--- config.mk ---
export PLATFORM = sky130hd
export DESIGN_NAME = writeback_unit
export DESIGN_NICKNAME = d
export VERILOG_FILES = /design/src/rtl/arm_wb_pkg.sv /design/src/rtl/wb_fifo.sv /design/src/rtl/writeback_unit.sv
export SDC_FILE = /design/constraint.sdc
export NUM_CORES = 1
export LEC_CHECK = 0
export ABC_AREA = 1
export BUFFER_PORTS_ARGS = -buffer_cell sky130_fd_sc_hd__buf_2
export CORE_MARGIN = 3
export CORE_UTILIZATION = 45
export CTS_CLUSTER_DIAMETER = 30
export DETAILED_ROUTE_END_ITERATION = 6
export PLACE_DENSITY = 0.69
export SLEW_MARGIN = 10
export SYNTH_ARGS = -nofsm -noshare
export SYNTH_HDL_FRONTEND = slang
export SYNTH_SLANG_ARGS = --single-unit
--- constraint.sdc ---
create_clock -name clk -period 7.5 [get_ports clk]
set_input_delay 1.5 -clock clk [delete_from_list [all_inputs] [get_ports clk]]
set_output_delay 1.5 -clock clk [all_outputs]
set_load 0.05 [all_outputs]
--- src/rtl/arm_wb_pkg.sv ---
// +--------------------------------------------------------------------+
// | arm_wb_pkg: shared types and steering helpers for writeback_unit    |
// | Rev 1.0                                                              |
// +--------------------------------------------------------------------+
`default_nettype none

package arm_wb_pkg;

  localparam int WB_WORD_SIZE  = 32;
  localparam int WB_ADDR_WIDTH = 4;
  localparam int WB_NUM_REGS   = 16;

  localparam logic [WB_ADDR_WIDTH-1:0] PC_INDEX = 4'd15;

  typedef struct packed {
    logic                     rd_en;
    logic [WB_ADDR_WIDTH-1:0] rd_addr;
    logic [WB_WORD_SIZE-1:0]  rd_data;
    logic                     rn_en;
    logic [WB_ADDR_WIDTH-1:0] rn_addr;
    logic [WB_WORD_SIZE-1:0]  rn_data;
    logic                     cpsr_en;
    logic [WB_WORD_SIZE-1:0]  cpsr_data;
  } wb_entry_t;

  typedef enum logic [1:0] {
    IDLE   = 2'd0,
    WRITE1 = 2'd1,
    WRITE2 = 2'd2
  } wb_state_t;

  function automatic logic rd_to_gpr(wb_entry_t e);
    return e.rd_en && (e.rd_addr != PC_INDEX);
  endfunction

  function automatic logic rd_to_pc(wb_entry_t e);
    return e.rd_en && (e.rd_addr == PC_INDEX);
  endfunction

  // rn loses to rd whenever both name the same register (including r15)
  function automatic logic rn_to_gpr(wb_entry_t e);
    return e.rn_en && (e.rn_addr != PC_INDEX) && !(e.rd_en && (e.rd_addr == e.rn_addr));
  endfunction

  function automatic logic rn_to_pc(wb_entry_t e);
    return e.rn_en && (e.rn_addr == PC_INDEX) && !rd_to_pc(e);
  endfunction

endpackage

`default_nettype wire

--- src/rtl/wb_fifo.sv ---
// +--------------------------------------------------------------------+
// | wb_fifo: synchronous FIFO of wb_entry_t exposing every slot          |
// | Rev 1.0                                                              |
// +--------------------------------------------------------------------+
`default_nettype none

module wb_fifo
  import arm_wb_pkg::*;
#(
  parameter int DEPTH = 2,
  parameter int PTR_W = $clog2(DEPTH)
) (
  input  logic                  clk,
  input  logic                  reset,
  input  logic                  push,
  input  wb_entry_t             wr_data,
  input  logic                  pop,
  output wb_entry_t             rd_data,
  output wb_entry_t [DEPTH-1:0] entries,
  output logic      [DEPTH-1:0] valid,
  output logic      [PTR_W-1:0] head_idx,
  output logic                  full,
  output logic                  empty,
  output logic      [PTR_W:0]   count
);

  wb_entry_t [DEPTH-1:0] mem;
  logic [PTR_W-1:0] wr_ptr;
  logic [PTR_W-1:0] rd_ptr;
  logic             do_push;
  logic             do_pop;

  assign full     = (count == (PTR_W+1)'(DEPTH));
  assign empty    = (count == '0);
  assign do_push  = push && !full;
  assign do_pop   = pop && !empty;
  assign rd_data  = mem[rd_ptr];
  assign entries  = mem;
  assign head_idx = rd_ptr;

  always_ff @(posedge clk or negedge reset) begin
    if (!reset) begin
      wr_ptr <= '0;
      rd_ptr <= '0;
      count  <= '0;
    end else begin
      if (do_push) wr_ptr <= wr_ptr + 1'b1;
      if (do_pop)  rd_ptr <= rd_ptr + 1'b1;
      case ({do_push, do_pop})
        2'b10:   count <= count + 1'b1;
        2'b01:   count <= count - 1'b1;
        default: count <= count;
      endcase
    end
  end

  always_ff @(posedge clk) begin
    if (do_push) mem[wr_ptr] <= wr_data;
  end

  // a slot is live when its distance from the read pointer is below the count
  for (genvar i = 0; i < DEPTH; i++) begin : g_valid
    logic [PTR_W-1:0] offset;
    assign offset   = PTR_W'(i) - rd_ptr;
    assign valid[i] = ({1'b0, offset} < count);
  end

endmodule

`default_nettype wire

--- src/rtl/writeback_unit.sv ---
// +--------------------------------------------------------------------+
// | writeback_unit: buffers execute results, serialises register writes |
// | Rev 1.0                                                              |
// +--------------------------------------------------------------------+
`default_nettype none

module writeback_unit
  import arm_wb_pkg::*;
#(
  parameter int WORD_SIZE  = WB_WORD_SIZE,
  parameter int NUM_REGS   = WB_NUM_REGS,
  parameter int ADDR_WIDTH = WB_ADDR_WIDTH,
  parameter int FIFO_DEPTH = 2
) (
  input  logic                  clk,
  input  logic                  reset,
  input  logic                  in_valid,
  output logic                  in_ready,
  input  logic                  in_rd_en,
  input  logic [ADDR_WIDTH-1:0] in_rd_addr,
  input  logic [WORD_SIZE-1:0]  in_rd_data,
  input  logic                  in_rn_en,
  input  logic [ADDR_WIDTH-1:0] in_rn_addr,
  input  logic [WORD_SIZE-1:0]  in_rn_data,
  input  logic                  in_cpsr_en,
  input  logic [WORD_SIZE-1:0]  in_cpsr_data,
  output logic                  rd_we,
  output logic [ADDR_WIDTH-1:0] write_rd,
  output logic [WORD_SIZE-1:0]  rd_in,
  output logic                  pc_we,
  output logic [WORD_SIZE-1:0]  pc_in,
  output logic                  cpsr_we,
  output logic [WORD_SIZE-1:0]  cpsr_in,
  output logic [NUM_REGS-1:0]   pending_mask,
  output logic                  busy
);

  localparam int PTR_W = $clog2(FIFO_DEPTH);

  wb_state_t state;
  wb_state_t state_nxt;
  logic      ready_q;
  logic      push;
  logic      pop;
  logic      more;
  wb_entry_t in_entry;
  wb_entry_t head;
  wb_entry_t [FIFO_DEPTH-1:0] entries;
  logic      [FIFO_DEPTH-1:0] valid;
  logic      [PTR_W-1:0]      head_idx;
  logic      full;
  logic      empty;
  logic      [PTR_W:0]        count;

  assign in_entry = '{rd_en: in_rd_en, rd_addr: in_rd_addr, rd_data: in_rd_data,
                      rn_en: in_rn_en, rn_addr: in_rn_addr, rn_data: in_rn_data,
                      cpsr_en: in_cpsr_en, cpsr_data: in_cpsr_data};

  // ready_q keeps in_ready low throughout reset and rises on the first edge after it
  assign in_ready = ready_q && !full;
  assign push     = in_valid && in_ready;
  assign busy     = !empty;
  assign more     = (count > (PTR_W+1)'(1)) || push;

  wb_fifo #(.DEPTH(FIFO_DEPTH)) u_fifo (
    .clk      (clk),
    .reset    (reset),
    .push     (push),
    .wr_data  (in_entry),
    .pop      (pop),
    .rd_data  (head),
    .entries  (entries),
    .valid    (valid),
    .head_idx (head_idx),
    .full     (full),
    .empty    (empty),
    .count    (count)
  );

  always_ff @(posedge clk or negedge reset) begin
    if (!reset) begin
      state   <= IDLE;
      ready_q <= 1'b0;
    end else begin
      state   <= state_nxt;
      ready_q <= 1'b1;
    end
  end

  always_comb begin
    state_nxt = state;
    pop       = 1'b0;
    rd_we     = 1'b0;
    write_rd  = '0;
    rd_in     = '0;
    pc_we     = 1'b0;
    pc_in     = '0;
    cpsr_we   = 1'b0;
    cpsr_in   = '0;
    case (state)
      IDLE: begin
        if (!empty) state_nxt = WRITE1;
      end
      WRITE1: begin
        if (empty) begin
          state_nxt = IDLE;
        end else begin
          if (rd_to_gpr(head)) begin
            rd_we    = 1'b1;
            write_rd = head.rd_addr;
            rd_in    = head.rd_data;
          end else if (rn_to_gpr(head)) begin
            rd_we    = 1'b1;
            write_rd = head.rn_addr;
            rd_in    = head.rn_data;
          end
          if (rd_to_pc(head)) begin
            pc_we = 1'b1;
            pc_in = head.rd_data;
          end else if (rn_to_pc(head)) begin
            pc_we = 1'b1;
            pc_in = head.rn_data;
          end
          if (head.cpsr_en) begin
            cpsr_we = 1'b1;
            cpsr_in = head.cpsr_data;
          end
          if (rd_to_gpr(head) && rn_to_gpr(head)) begin
            state_nxt = WRITE2;
          end else begin
            pop       = 1'b1;
            state_nxt = more ? WRITE1 : IDLE;
          end
        end
      end
      WRITE2: begin
        rd_we     = 1'b1;
        write_rd  = head.rn_addr;
        rd_in     = head.rn_data;
        pop       = 1'b1;
        state_nxt = more ? WRITE1 : IDLE;
      end
      default: state_nxt = IDLE;
    endcase
  end

  // the head's rd has already retired once the FSM is in WRITE2
  always_comb begin
    pending_mask = '0;
    for (int i = 0; i < FIFO_DEPTH; i++) begin
      if (valid[i]) begin
        if (rd_to_gpr(entries[i]) && !((state == WRITE2) && (PTR_W'(i) == head_idx)))
          pending_mask[entries[i].rd_addr] = 1'b1;
        if (rn_to_gpr(entries[i]))
          pending_mask[entries[i].rn_addr] = 1'b1;
      end
    end
  end

endmodule

`default_nettype wire

* After elaboration in Yosys (flattened, before gate mapping)
Cells that the tools add are included.
** Word-level totals
- Register bits :: 221
- Input bits :: 110
** Operators by class
- $add $sub $neg :: 6
- $lt $le $gt $ge :: 14
- Eq/ne operators :: 17
- Mux-type cells :: 56
- Bitwise gates (word level) :: 4
- Reduce and logical (&&, ||, !) cells :: 41
** Operators by type and width (count)
- 2-to-1 mux 107 bit :: 3
- 2-to-1 mux 32 bit :: 10
- bitwise mux 214 bit :: 1
- 2-to-1 mux 16 bit :: 8
- demux 107 bit (select 1 bit) :: 1
- one-hot mux 32 bit (2 select lines) :: 1
- bitwise OR 16 bit :: 3
- logical AND 1 bit :: 29
- inequality test 4 bit (second input constant) :: 6
- less-than comparator 4 x 5 -> 1 bit (second input constant) :: 4
- 2-to-1 mux 1 bit :: 17
- demux 1 bit (select 4 bit) :: 4
- greater-or-equal comparator 4 x 1 -> 1 bit (second input constant) :: 4
- == test 4 bit :: 3
- 2-to-1 mux 4 bit :: 3
- == test 4 bit (second input constant) :: 2
- zero test 1 bit :: 8
- one-hot mux 4 bit (2 select lines) :: 1
- == test 2 bit (second input constant) :: 3
- 2-to-1 mux 2 bit :: 3
- one-hot mux 2 bit (3 select lines) :: 1
- == test 2 x 1 -> 1 bit (second input constant) :: 2
- zero test 2 bit :: 2
- less-than comparator 1 x 2 -> 1 bit :: 2
- 13 further kinds :: 17

* Logic depth before layout (Yosys ltp)
Gate-level depths: netlist of the first run.
- Depth in word-level cells :: 15
- Depth in mapped cells :: 16
- Depth with buffers taken out :: 15

* Hierarchy
Synthesis of the first run repeated with hierarchy kept, for this count alone.
** Unflattened totals
- Cell total of the unflattened synthesis :: 1253
- Area, all modules :: 11472.3 sq um
** By module, submodules not included
- wb_fifo :: instances 1, cells each 592, area each 7988.9 sq um, sequential area each 6526.3 sq um
- writeback_unit :: instances 1, cells each 661, area each 3483.3 sq um, sequential area each 75.1 sq um

* Least setup slack after synthesis of the first run
No wires, ideal clock.
- Path type :: input -> register
- Start point :: input in_valid
- End point :: register u_fifo.mem, in the netlist u_fifo.entries[0], enable pin
- Setup time :: 0.574 ns
- Arrival :: 6.145 ns
- Data required time :: 6.926 ns
- Slack :: 0.780 ns
- Stages on the path :: 2
- Buffers on the path :: 0
- Cell sequence :: nand2_1 nor2_1
** Between the ends
- Cells in the longest elaborated chain, start to end :: 2
** Ends and longest elaborated chain
- from (decl) :: RTL line writeback_unit.sv:17 : input logic in_valid,
- logical AND 1 bit :: RTL line writeback_unit.sv:61 : assign push = in_valid && in_ready;
- logical AND 1 bit :: RTL line wb_fifo.sv:35 : assign do_push = push && !full;
- to (signal, indexed assignment) :: RTL line wb_fifo.sv:58 : if (do_push) mem[wr_ptr] <= wr_data;
- to (decl) :: RTL line wb_fifo.sv:27 : wb_entry_t [DEPTH-1:0] mem;
Every way passes these cells.
A chain may end at the register's enable or synchronous reset.

* Final worst setup path of the first run
- Start point :: register u_fifo.rd_ptr (netlist: u_fifo.head_idx)
- End point :: output rd_in[24]
** Between the ends
- Cells in the longest elaborated chain, start to end :: 10
- Elaborated cells between the ends (all ways) :: 14
** Ends and longest elaborated chain
- from (decl) :: RTL line wb_fifo.sv:29 : logic [PTR_W-1:0] rd_ptr;
- from (signal assigned) :: RTL line wb_fifo.sv:48 : if (do_pop) rd_ptr <= rd_ptr + 1'b1;
- 2-to-1 mux 107 bit (not written as such) (*) (2 in series) :: RTL line wb_fifo.sv:37 : assign rd_data = mem[rd_ptr];
- == test 4 bit :: RTL line arm_wb_pkg.sv:42 : return e.rn_en && (e.rn_addr != PC_INDEX) && !(e.rd_en && (e.rd_addr == e.rn_addr));
- logical AND 1 bit :: RTL line arm_wb_pkg.sv:42
- zero test 1 bit :: RTL line arm_wb_pkg.sv:42
- logical AND 1 bit :: RTL line arm_wb_pkg.sv:42
- 2-to-1 mux 32 bit :: RTL line writeback_unit.sv:112 : end else if (rn_to_gpr(head)) begin
- 2-to-1 mux 32 bit :: RTL line writeback_unit.sv:108 : if (rd_to_gpr(head)) begin
- 2-to-1 mux 32 bit :: RTL line writeback_unit.sv:105 : if (empty) begin
- one-hot mux 32 bit (2 select lines) (*) :: RTL line writeback_unit.sv:100 : case (state)
- to (decl) :: RTL line writeback_unit.sv:29 : output logic [WORD_SIZE-1:0] rd_in,
Every way passes the cells marked *; elsewhere a longest branch is shown, timed or not. The select of a mux whose other input is x is not followed.

==> results of run 1 <==
[cell usage after synthesis (all sizes together)]
cell type and instances:
nor2 56, clkbuf 35, xor2 1, and2 1
a21oi 78, xnor2 4, conb 2, a22oi 28
o32ai 1, o31ai 1, o22ai 16, nand4 4
ha 8, o221ai 1, buf 24, nand2 399
dfrtp 7, clkinv 1, or2 32, inv 80
edfxtp 214, nand3 85, nor3 7, nor4 1
o21ai 57, o21a 1
[per-layer routing]
| layer | GRT usage (%) | wire length, µm |
|---|---|---|
| met2 | 37.86 | 14570 |
| met3 | 5.881 | 2237 |
| met5 | 0 | 53 |
| met4 | 10.99 | 1235 |
| met1 | 28.04 | 11960 |
[cells by family after synthesis]
kind of cell / after synthesis
fa+ha+maj: 8
other cells: 2
xor+xnor: 5
simple gates: 585
compound gates: 183
buf+inv: 140
flops: 221
[area by class of cell]
type / instances / area [µm²]
inverter: 81 / 305.3
sequential: 221 / 6605
clock inverter: 34 / 312.8
clock buffer: 48 / 1137
timing repair buffer: 239 / 1221
antenna: 7 / 17.52
fill: 2095 / 9917
tap: 319 / 399.1
multi-input combinational: 783 / 3627
[flip-flops by register name, indices dropped and copies added, names as in the netlist]
signal / count
u_fifo.head_idx: 1
ready_q: 1
u_fifo.wr_ptr: 1
state: 2
u_fifo.entries: 214
u_fifo.count: 2
[power by group through the flow]
stage          logic, mW  clock network [mW]  registers [mW]
2_1_floorplan       1.75                   0            1.63
3_3_place_gp        2.27                   0            1.64
3_5_place_dp        2.28                   0            1.65
4_1_cts             2.29                1.88            1.62
5_1_grt             2.49                1.95            1.64
6_report            2.28                1.85            1.62
[worst min path at each step]
stage / end / slack (ns) / from
6_report: u_fifo.count[1] / 0.50 / u_fifo.count[1]
5_1_grt: u_fifo.count[0] / 0.54 / u_fifo.count[0]
4_1_cts: u_fifo.count[1] / 0.51 / u_fifo.count[1]
3_5_place_dp: u_fifo.count[1] / 0.50 / u_fifo.count[1]
3_3_place_gp: u_fifo.count[0] / 0.50 / u_fifo.count[0]
2_1_floorplan: u_fifo.count[0] / 0.47 / u_fifo.count[0]
[stage by stage]
stage | hold slack [ns] | cell area, µm²
finish | 0.5037 | 13630
global route | 0.5361 | 13620
CTS | 0.5091 | 13610
detailed placement | 0.4996 | 12160
global placement | 0.4957 | 12160
floorplan | 0.4733 | 10780
[worst max-delay path, delay by kind of cell (launching register included)]
kind                   cells  cell delay [ns]
AO/OA/AOI/OAI              2             0.97
flip-flops                 1             0.62
AND/OR/NAND/NOR            8             0.70
buffers and inverters      3             1.44
==> impl_metrics.csv, run 1 <==
group,metric,value,unit
status,status,"finished clean",
grt,grt_pass1_wl,47080,µm
timing,skew,0.01500,ns
placed_design,hpwlAfterDp,20080,µm
pwr,p_int,3.265,mW
pwr,p_total,5.758,mW
setup_path,reg2reg_depth,13,
floorplanning,die_area,0.02585,mm²
grt,gr-total-overflow,0,
cts,tritoncts,"yes",
floorplanning,die_h,160.8,µm
routing,vias,9109,
timing,period_minus_slack,5.847,ns
synth,synth_top_family_by_area,"simple AND/OR/NAND/NOR gates",
setup_path,cp_slowest_stage_delay,0.77,ns
setup_path,r2r-start,"u_fifo.head_idx",
cts,htree_num_levels,2,
routing,drt_first_iter_violations,712,
placed_design,gp_congestion,0.9498,
synth,synthCells,1144,
routing,finalWirelength,30060,µm
synth,yosys.cell_types.count,35,
pwr,vdd_drop_max,0.2424,mV
synth,synth_fp_nets,1262,
synth,synth_xor_xnor_area_share,0.4062,%
timing,setup_viol,0,
synth,synth_warnings,0,
synth,synthSimpleGateAreaFrac,22.44,%
pwr,clkPwrFrac,32.2,%
cts,cts.hold.buffers_added,0,
routing,ant_nets,0,
layout,final_cell_mix,"397 x nand2_1, 229 x buf_2, 214 x edfxtp_1",
grt,grt_pass1_vias,8997,
timing,hold_viol_final,0,
synth,synth_seq_cells,221,
grt,antenna_found_initial,10,
routing,drc,0,
timing,tightest_slew,1.088,ns
synth,synth_adder_area_share,0.9285,%
cts,cts-root-buf,"clkbuf_16",
cts,clock_latency,0.52,ns
run,maxCapViolations,0,
synth,seq_area_frac_synth,61.23,%
layout,syn_to_final_growth,26.39,%
pwr,seqPwrFrac,28.2,%
layout,final_nets,1489,
grt,grt_usage,22.86,%
setup_path,worst_path_max_delay_cell,"o21ai_4",
layout,layout-drive-gt1-share,25.75,%
pwr,combPwrFrac,39.6,%
layout,finalNonFillerCells,1732,
layout,final_common_cell,"nand2_1",
placed_design,pre_cts_ws,2.223,ns
synth,synth.cell_area,0.01078,mm²
floorplanning,core_area,0.02354,mm²
floorplanning,die_w,160.8,µm
timing,period_share,77.96,%
cts,cts_buffers,45,
placed_design,dp.cells,1643,
synth,synth_compound_area_share,9.622,%
setup_path,path_common_cell,"nand2_1",
synth,synth_top_area_share,59.61,%
placed_design,port_buffers,229,
cts,cts_sinks,221,
cts,clk_pin_slew,0.04,ns
layout,finish.utilization,57.88,%
timing,maxSlewViolCount,0,
floorplanning,rows,56,
floorplanning,num_io_pins,231,
pwr,p_per_area,422.6,mW/mm²
setup_path,cp.arrival,4.35,ns
setup_path,ff2ff_setup_slack,4.06,ns
cts,cts_setup_buffers,0,
routing,wl_per_cell,17.36,µm
setup_path,critical_path_class,"reg2out",
synth,syn_area_per_cell,9.423,µm²
pwr,p_switching,2.494,mW
setup_path,endpoint_kind,"primary output",
pwr,netSwitchingFraction,43.30,%
floorplanning,initial_utilization,45.79,%
setup_path,cp.required,6.00,ns
timing,fmax,0.1710,GHz
synth,synth_area_leaders,"edfxtp_1 60%, nand2_1 14%, nand3_1 3.9%",
cts,cts_repair_resize_count,0,
timing,tns,0,ns
setup_path,setup.worst_path.start,"u_fifo.head_idx",
setup_path,cp_cell_sequence,"clkinv_2 > buf_4 > nand2_1 > nand2_1 > nand2_1 > nand2_1 > nor2_1 > nand3_1 > nand2_2 > o21ai_4 > nand3_1 > a21oi_1 > buf_2",
setup_path,cp-start-kind,"flop",
timing,rsz0062_at_grt,"no",
hold_path,hold_depth,2,
setup_path,cp-endpoint,"rd_in[24]",
timing,postLayoutSetupSlackWorst,1.653,ns
synth,yosys.area.top_type,"edfxtp_1",
setup_path,r2r-end,"u_fifo.count[0]",
setup_path,crit_fanout,76,
pwr,leakagePower,5.786,nW
routing,drt-pass1-iter-count,5,
hold_path,hold_class,"reg2reg",
grt,grt_max_degree,86,
routing,via_per_inst,5.259,
cts,clockBufferDepth,3,
synth,synth.area.mux_share,0,%
timing,max_slew_margin,26.99,%
(Power assumes the default switching activity.)
==> inputs of run 2 (changes only) <==
- clock period: 7.5 -> 5.52 ns (I/O delays scaled with it)
==> run 2 against run 1 <==
Net effect: register-to-register slack got worse by 1.4 ns; via count rose by 0.64%; clock power rose by 55%; worst hold slack got worse by 0.096 ns; sequential cell count did not move; highest routed layer unchanged.
==> impl_metrics.csv, run 2 (same netlist as run 1, synthesis figures left out) <==
group,metric,value,unit
pwr,clkPwrFrac,34.9,%
layout,final_common_cell,"nand2_1",
timing,period_minus_slack,4.779,ns
timing,maxSlewViolCount,0,
timing,fmax,0.2092,GHz
layout,register_area,0.006605,mm²
cts,cts.hold.buffers_added,0,
pwr,p_total,8.212,mW
floorplanning,core_area,0.02354,mm²
setup_path,r2r-start,"u_fifo.count[0]",
setup_path,setup.worst_path.start,"u_fifo.head_idx",
routing,wl_per_cell,17.33,µm
routing,finalWirelength,30250,µm
layout,final_cell_mix,"397 x nand2_1, 229 x buf_2, 214 x edfxtp_1",
pwr,p_per_area,591.8,mW/mm²
floorplanning,initial_utilization,45.79,%
pwr,combPwrFrac,38.2,%
timing,skew,0.02107,ns
cts,clk_pin_slew,0.05,ns
routing,ant_nets,0,
grt,grt_usage,23.11,%
timing,period_share,86.58,%
placed_design,gp_congestion,0.9115,
setup_path,r2r-end,"u_fifo.entries[65]",
placed_design,port_buffers,229,
setup_path,cp.arrival,3.68,ns
timing,tightest_slew,1.032,ns
grt,grt_max_degree,82,
pwr,netSwitchingFraction,42.16,%
routing,vias,9167,
cts,cts-root-buf,"clkbuf_16",
pwr,seqPwrFrac,26.9,%
layout,fillers,2079,
routing,drt-pass1-iter-count,5,
floorplanning,die_area,0.02585,mm²
placed_design,dp.cells,1649,
setup_path,reg2reg_depth,6,
layout,syn_to_final_growth,28.73,%
routing,drc,0,
routing,via_per_inst,5.253,
grt,gr-total-overflow,0,
status,status,"finished clean",
setup_path,crit_fanout,40,
timing,max_slew_margin,31.17,%
setup_path,critical_path_class,"reg2out",
timing,tns,0,ns
setup_path,cp.required,4.42,ns
routing,drt_first_iter_violations,578,
cts,htree_num_levels,2,
layout,finalNonFillerCells,1745,
cts,cts_setup_buffers,0,
floorplanning,die_h,160.8,µm
grt,antenna_found_initial,8,
layout,largest_register_ffs,214,
setup_path,ff2ff_setup_slack,2.69,ns
cts,cts_sinks,221,
timing,hold_viol_final,0,
setup_path,cp-start-kind,"flop",
cts,tritoncts,"yes",
cts,clock_latency,0.53,ns
grt,grt_pass1_vias,9206,
layout,final_nets,1498,
hold_path,hold_class,"in2async",
cts,clockBufferDepth,3,
timing,rsz0062_at_grt,"no",
floorplanning,num_io_pins,231,
pwr,p_switching,3.462,mW
setup_path,endpoint_kind,"primary output",
layout,layout-drive-gt1-share,26.29,%
grt,grt_pass1_wl,47980,µm
timing,setup_viol,0,
layout,multi_input_area,0.003627,mm²
run,maxCapViolations,0,
pwr,vdd_drop_max,0.4193,mV
timing,whs,0.4079,ns
placed_design,hpwlAfterDp,19670,µm
cts,cts_repair_resize_count,0,
floorplanning,rows,56,
pwr,leakagePower,5.918,nW
floorplanning,die_w,160.8,µm
pwr,p_int,4.750,mW
cts,cts_buffers,48,
run 2: changes by cell type in the layout (fill, tap and decap cells not counted), sizes merged:
cell / change
inv: -4
clkinv: +4
clkinvlp: -2
clkbuf: +5
bufinv: +4
buf: +6
run 2: worst max path at each step:
stage | to | slack, ns | cells after the start
after global placement | rd_in[24] | 1.40 | 14
after global routing | rd_in[24] | 0.47 | 13
after CTS | rd_in[24] | 0.70 | 14
after floorplan | u_fifo.entries[0] | -1.19 | 5
after detailed placement | rd_in[24] | 1.33 | 14
final | rd_in[24] | 0.74 | 13
run 2: worst max-delay path, cell delays in order, from the launching register on:
cell	delay, ns
dfrtp_4	0.68
clkinv_2	0.11
buf_4	0.23
nand2_1	0.08
nand2_1	0.11
nand2_1	0.10
nor3_1	0.05
nor2_1	0.15
nand2_2	0.15
o21ai_4	0.61
buf_4	0.28
nand3_1	0.10
a21oi_1	0.20
buf_2	0.30
run 2: metal layers:
metal / share of wire [%] / global-route usage (%) / routed length, µm
met5: 0.069 / 0 / 21
met4: 3.9 / 11.81 / 1184
met3: 7.6 / 4.798 / 2293
met2: 48 / 37.42 / 14610
met1: 40 / 29.54 / 12140
run 2: final cells by class:
type                       count  area share [%]
multi-input combinational    783           26.14
antenna                        7          0.1262
inverter                      81           2.200
tap                          319           2.876
clock inverter                36           3.147
sequential                   221           47.60
clock buffer                  53           8.791
timing repair buffer         245           9.124
run 2: power groups by stage:
stage | sequential, mW | combinational (mW) | clock (mW)
CTS | 2.21 | 3.14 | 2.90
floorplan | 2.21 | 2.38 | 0
global placement | 2.24 | 3.11 | 0
global route | 2.24 | 3.42 | 3.00
detailed placement | 2.24 | 3.13 | 0
finish | 2.21 | 3.14 | 2.86
run 2: metrics by stage:
step	utilization (%)	cell area (µm²)	worst slack, ns
after floorplan	-	10780	-1.190
final	58.94	13880	0.7410
after detailed placement	51.83	12200	1.325
after global routing	58.93	13870	0.4746
after global placement	51.83	12200	1.399
after CTS	58.87	13860	0.7036
